File: config.mk
export PLATFORM = sky130hd
export DESIGN_NAME = bus_arbiter
export DESIGN_NICKNAME = d
export VERILOG_FILES = /design/src/rtl/bus_pkg.sv /design/src/rtl/bus_rr_pick.sv /design/src/rtl/bus_arbiter.sv
export SDC_FILE = /design/constraint.sdc
export NUM_CORES = 1
export LEC_CHECK = 0
export BUFFER_PORTS_ARGS = -buffer_cell sky130_fd_sc_hd__buf_4
export CAP_MARGIN = 5
export CORE_MARGIN = 1.5
export CORE_UTILIZATION = 40
export CTS_BUF_LIST = sky130_fd_sc_hd__clkbuf_8 sky130_fd_sc_hd__clkbuf_16
export DETAILED_ROUTE_END_ITERATION = 10
export PLACE_DENSITY = 0.66
export SLEW_MARGIN = 20
export SYNTH_ARGS = -nofsm -noshare
export SYNTH_HDL_FRONTEND = slang
export SYNTH_SLANG_ARGS = --single-unit
File: constraint.sdc
create_clock -name clk_i -period 2.6 [get_ports clk_i]
set_clock_uncertainty 0.15 [all_clocks]
set_input_delay 0.26 -clock clk_i [delete_from_list [all_inputs] [get_ports clk_i]]
set_output_delay 0.26 -clock clk_i [all_outputs]
set_load 0.01 [all_outputs]
File: src/rtl/bus_pkg.sv
// Shared definitions for the bus arbiter slice.
//   arb_state_t      : arbiter FSM state encoding
//   host_idx_bits(n) : width of the host_sel_o index bus for n hosts
//   DefNrHosts/DefMaxLock : default parameter values
package bus_pkg;

   typedef enum logic {
      ARB_IDLE,
      ARB_LOCKED
   } arb_state_t;

   localparam int unsigned DefNrHosts = 3;
   localparam int unsigned DefMaxLock = 4;

   // One extra bit beyond the minimal index width.
   function automatic int unsigned host_idx_bits(input int unsigned n);
      return $clog2(n) + 1;
   endfunction

endpackage

File: src/rtl/bus_rr_pick.sv
// Combinational round-robin picker.
// Ports:
//   req_i   : request vector, one bit per host
//   ptr_i   : host index where the search starts (highest priority)
//   gnt_o   : one-hot grant, all zero when nothing requests
//   idx_o   : index of the granted host, 0 when nothing requests
//   valid_o : some host was picked
module bus_rr_pick #(
   parameter int unsigned NrHosts = 3
) (
   input  logic [NrHosts-1:0]         req_i,
   input  logic [$clog2(NrHosts)-1:0] ptr_i,
   output logic [NrHosts-1:0]         gnt_o,
   output logic [$clog2(NrHosts)-1:0] idx_o,
   output logic                       valid_o
);

   localparam int unsigned IdxW = $clog2(NrHosts);

   logic            w_found;
   int unsigned     w_cand;
   logic [IdxW-1:0] w_cand_idx;

   always_comb begin
      gnt_o      = '0;
      idx_o      = '0;
      w_found    = 1'b0;
      w_cand     = 0;
      w_cand_idx = '0;
      for (int unsigned i = 0; i < NrHosts; i++) begin
         // Candidate index walks ptr, ptr+1, ... modulo NrHosts.
         w_cand = 32'(ptr_i) + i;
         if (w_cand >= NrHosts) begin
            w_cand = w_cand - NrHosts;
         end
         w_cand_idx = IdxW'(w_cand);
         if (!w_found && req_i[w_cand_idx]) begin
            w_found           = 1'b1;
            gnt_o[w_cand_idx] = 1'b1;
            idx_o             = w_cand_idx;
         end
      end
      valid_o = w_found;
   end

endmodule

File: src/rtl/bus_arbiter.sv
// Round-robin bus arbiter with optional bounded host locking.
// Build option: define BUS_ARB_LOCK_EN to include the lock feature; without it
// lock_i is ignored, locked_o is tied 0 and every grant advances the pointer.
// Ports:
//   clk_i, rst_ni : clock, asynchronous active-low reset
//   req_i         : per-host level-sensitive request
//   lock_i        : per-host request to keep ownership next cycle
//   gnt_o         : combinational one-hot grant
//   host_sel_o    : index of the granted host (0 when none)
//   valid_o       : any grant this cycle
//   rvalid_o      : registered copy of gnt_o, marks the response cycle
//   locked_o      : arbiter is in the LOCKED state
module bus_arbiter
   import bus_pkg::*;
#(
   parameter int unsigned NrHosts = DefNrHosts,
   parameter int unsigned MaxLock = DefMaxLock
) (
   input  logic                               clk_i,
   input  logic                               rst_ni,
   input  logic [NrHosts-1:0]                 req_i,
   input  logic [NrHosts-1:0]                 lock_i,
   output logic [NrHosts-1:0]                 gnt_o,
   output logic [host_idx_bits(NrHosts)-1:0]  host_sel_o,
   output logic                               valid_o,
   output logic [NrHosts-1:0]                 rvalid_o,
   output logic                               locked_o
);

   localparam int unsigned IdxW = $clog2(NrHosts);
   localparam int unsigned SelW = host_idx_bits(NrHosts);

   logic [IdxW-1:0]    r_ptr;
   logic [IdxW-1:0]    w_ptr_d;
   logic [NrHosts-1:0] r_rvalid;
   logic [NrHosts-1:0] w_gnt;
   logic [IdxW-1:0]    w_sel_idx;

   logic [NrHosts-1:0] w_rr_gnt;
   logic [IdxW-1:0]    w_rr_idx;
   logic               w_rr_valid;

   function automatic logic [IdxW-1:0] inc_wrap(input logic [IdxW-1:0] v);
      if (32'(v) == NrHosts - 1) begin
         return '0;
      end
      return v + IdxW'(1);
   endfunction

   bus_rr_pick #(
      .NrHosts (NrHosts)
   ) u_rr_pick (
      .req_i   (req_i),
      .ptr_i   (r_ptr),
      .gnt_o   (w_rr_gnt),
      .idx_o   (w_rr_idx),
      .valid_o (w_rr_valid)
   );

`ifdef BUS_ARB_LOCK_EN
   localparam int unsigned CntW = $clog2(MaxLock + 1);

   arb_state_t      r_state;
   arb_state_t      w_state_d;
   logic [IdxW-1:0] r_owner;
   logic [IdxW-1:0] w_owner_d;
   logic [CntW-1:0] r_lock_cnt;
   logic [CntW-1:0] w_lock_cnt_d;

   always_ff @(posedge clk_i or negedge rst_ni) begin
      if (!rst_ni) begin
         r_state    <= ARB_IDLE;
         r_owner    <= '0;
         r_lock_cnt <= '0;
      end else begin
         r_state    <= w_state_d;
         r_owner    <= w_owner_d;
         r_lock_cnt <= w_lock_cnt_d;
      end
   end

   always_comb begin
      w_state_d    = r_state;
      w_owner_d    = r_owner;
      w_lock_cnt_d = r_lock_cnt;
      w_ptr_d      = r_ptr;
      w_gnt        = '0;
      w_sel_idx    = '0;
      case (r_state)
         ARB_IDLE: begin
            if (w_rr_valid) begin
               w_gnt     = w_rr_gnt;
               w_sel_idx = w_rr_idx;
               if (lock_i[w_rr_idx]) begin
                  // Pointer stays put while locked; it moves on release.
                  w_state_d    = ARB_LOCKED;
                  w_owner_d    = w_rr_idx;
                  w_lock_cnt_d = CntW'(1);
               end else begin
                  w_ptr_d = inc_wrap(w_rr_idx);
               end
            end
         end
         ARB_LOCKED: begin
            if (req_i[r_owner]) begin
               w_gnt[r_owner] = 1'b1;
               w_sel_idx      = r_owner;
               if (!lock_i[r_owner] || r_lock_cnt == CntW'(MaxLock)) begin
                  w_state_d    = ARB_IDLE;
                  w_ptr_d      = inc_wrap(r_owner);
                  w_lock_cnt_d = '0;
               end else begin
                  w_lock_cnt_d = r_lock_cnt + CntW'(1);
               end
            end else begin
               // Owner walked away: no grant, releasing host goes last.
               w_state_d    = ARB_IDLE;
               w_ptr_d      = inc_wrap(r_owner);
               w_lock_cnt_d = '0;
            end
         end
         default: begin
            w_state_d = ARB_IDLE;
         end
      endcase
      if (!rst_ni) begin
         w_gnt     = '0;
         w_sel_idx = '0;
      end
   end

   assign locked_o = (r_state == ARB_LOCKED);
`else
   logic w_unused_lock;
   assign w_unused_lock = ^{lock_i, MaxLock[0]};

   always_comb begin
      w_ptr_d   = r_ptr;
      w_gnt     = w_rr_gnt;
      w_sel_idx = w_rr_idx;
      if (w_rr_valid) begin
         w_ptr_d = inc_wrap(w_rr_idx);
      end
      if (!rst_ni) begin
         w_gnt     = '0;
         w_sel_idx = '0;
      end
   end

   assign locked_o = 1'b0;
`endif

   always_ff @(posedge clk_i or negedge rst_ni) begin
      if (!rst_ni) begin
         r_ptr    <= '0;
         r_rvalid <= '0;
      end else begin
         r_ptr    <= w_ptr_d;
         r_rvalid <= w_gnt;
      end
   end

   assign gnt_o      = w_gnt;
   assign host_sel_o = SelW'(w_sel_idx);
   assign valid_o    = |w_gnt;
   assign rvalid_o   = r_rvalid;

endmodule

==> impl_metrics.toml <==
[yosys]
synth_simple_gate_area_share_pct = 19.6
syn_area_um2 = 554
synth_edf_count = 0
synthTopCellsByArea = "dfrtp_1 (23%), ha_1 (9.0%), o21ai_0 (4.5%)"
synth_compound_area_share_pct = 33.2
synth_top_family_by_area = "compound AO/OA/AOI/OAI gates"
syn_area_per_cell_um2 = 8.03
yosys.area_share.adder_pct = 9.03
synth-seq-area-share_pct = 22.6
synth_warnings = 0
muxShareOfSynthArea_pct = 3.84
yosysUniqueCellTypes = 32
ys_seq_elements = 5
postSynthCellCount = 69
yosys_most_used_dff = "dfrtp_1"
synth_xor_area_share_pct = 0
yosysTopAreaCell = "dfrtp_1"
netlist.area_leader.share_pct = 22.6
async_flop_share_pct = 100

[power_and_ir_drop]
p_leak_nw = 0.357
power_density_mw_per_mm2 = 1470
fin_total_pwr_w = 0.00116
ir_worst_vdd_mv = 0.778

[die]
rows = 13
die_w_um = 40.2
start_util_pct = 42.6
die_y_um = 40.2
core_mm2 = 0.00130
io_pins = 19
die_area_mm2 = 0.00162

[placement]
hpwlAfterDp_um = 1020
gp_congestion = 0.763
place_ws_ps = 56.7
numPortBuffers = 13
place_inst = 95

[sta]
drv_slew = 0
min_period_ps = 2570
clock.fmax_mhz = 389
setup_viol = 0
worst_slack_ps = 32.1
fin_crit_sh_pct = 98.8
rsz0062_at_grt = "true"
hold_violations = 0

[setup_path]
cp_data_arrival_time_ps = 2160
crit_path_start = "r_ptr[0]$_DFFE_PN0P_"
endpoint_kind = "output pin"
cp_max_fo = 9
cp_num_cells = 8
worst-r2r-setup-slack_ps = 600
r2r-end = "r_ptr[0]$_DFFE_PN0P_"
r2r-start = "r_ptr[1]$_DFFE_PN0P_"
cpMostUsedCell = "buf_4"
cp_cell_sequence = "buf_4 > ha_4 > nand2b_1 > a31o_1 > a21oi_1 > o21ai_1 > or3_1 > buf_4"
start_kind = "flip-flop"
cp.required_ps = 2190
slowest_stage = "dfrtp_1"
crit_path_max_incr_delay_ps = 370
crit_path_end = "valid_o"
reg2reg_depth = 7
path_buf_inv = 2
cp_top_family = "simple AND/OR/NAND/NOR gates"
path_class = "flip-flop to output pin"

[layout]
insertedDiodeCount = 0
final_common_cell = "buf_4"
fillers = 118
final_cells = 102
regArea_um2 = 125
multi_input_area_um2 = 439
layout_common_cells = "buf_4 (17), inv_1 (6), nand2_1 (6), dfrtp_1 (5)"
num-nets-final = 100
syn2layout_area_growth_pct = 42.2
final_layout_size_suffix_gt1_share_pct = 40.2

[routing]
via_per_inst = 5.41
wl_per_cell_um = 14.2
vias = 552
wl_um = 1450
initialDrtViolationCount = 10
first_pass_iters = 4
drc = 0
final_antenna_net_count = 0

[clock_network]
htreeDepth = 1
cts_tree = "built"
cts_buffers = 3
clk_latency_ps = 220
cts_root_buf = "clkbuf_8"
clkSinkCount = 5
path_clk_slew_ps = 40
clockBufferDepth = 2

[global_routing]
grt_use_total_pct = 21.7
grt_pass1_vias = 535
grt_max_degree = 12
grt_pass1_wl_um = 2280
overflow = 0
grt_antenna_before_repair = 0

[status]
status = "finished, final reports clean"

[run]
drv_cap = 0

[hold_path]
hold_path_class = "input pin to asynchronous set/reset pin"
==> flip-flops by register name (all words and copies together) (netlist names) <==
signal	flops
rvalid_o	3
r_ptr	2
==> routing by layer <==
metal | vias up | global-route usage [%] | share of wire [%]
met2 | 11 | 38.7 | 52
met5 | - | 0 | 0
li1 | 284 | - | -
met4 | 0 | 3.33 | 0
met3 | 0 | 8.33 | 2.9
met1 | 257 | 24.8 | 45
==> cell usage after synthesis (2+ instances only) <==
| master | n |
|---|---|
| a21oi_1 | 4 |
| dfrtp_1 | 5 |
| ha_1 | 4 |
| nor2_1 | 3 |
| buf_4 | 3 |
| or3_1 | 2 |
| o21ai_1 | 4 |
| nand2_1 | 6 |
| nand2b_1 | 3 |
| o21ai_0 | 5 |
| inv_1 | 6 |
| a22oi_1 | 3 |
| a31oi_1 | 2 |
==> worst min-delay path by stage <==
stage           start                     to  slack [ps]
3_3_place_gp   rst_ni  rvalid_o[1]$_DFF_PN0_         -70
4_1_cts        rst_ni  rvalid_o[1]$_DFF_PN0_         230
2_1_floorplan  rst_ni   r_ptr[0]$_DFFE_PN0P_        -190
5_1_grt        rst_ni  rvalid_o[0]$_DFF_PN0_         250
3_5_place_dp   rst_ni  rvalid_o[1]$_DFF_PN0_         -70
6_report       rst_ni  rvalid_o[1]$_DFF_PN0_         250
==> cells by family after synthesis <==
family,count (synthesis)
compound gates,27
simple gates,19
buf+inv,11
flops,5
fa+ha+maj,4
mux,2
other cells,1
==> per-stage QoR <==
step	hold WS (ps)	utilization [%]	area, um^2	TNS (ps)
2_1_floorplan	-186	-	558	0
3_3_place_gp	-72.9	50.0	651	0
3_5_place_dp	-70.8	50.0	651	0
4_1_cts	234	57.1	743	0
5_1_grt	254	60.6	788	-66.5
6_report	250	60.6	788	0
==> where the power goes <==
group          internal (W)  total (W)  switching [W]
logic              0.000419   0.000882       0.000463
registers          0.000115   0.000135      0.0000209
clock network      0.000101   0.000143      0.0000413
total              0.000635    0.00116       0.000525
==> cell type report <==
type                    count  share of cell area, %
well taps                  15                   2.38
clock inverters             1                  0.476
clock buffers               3                   5.24
multi-input cells          54                   55.7
flip-flops and latches      5                   15.9
inverters                   6                   2.86
repair buffers             18                   17.5
==> repair_timing <==
item	4_1_cts	5_1_grt
endpoints found under the hold margin	5	0
gates resized for setup	6	9
hold buffers	1	0
pin swaps	2	2
endpoints found under the setup margin	5	4
setup buffers	0	2
No activity file was read; power rests on OpenSTA's default activity.
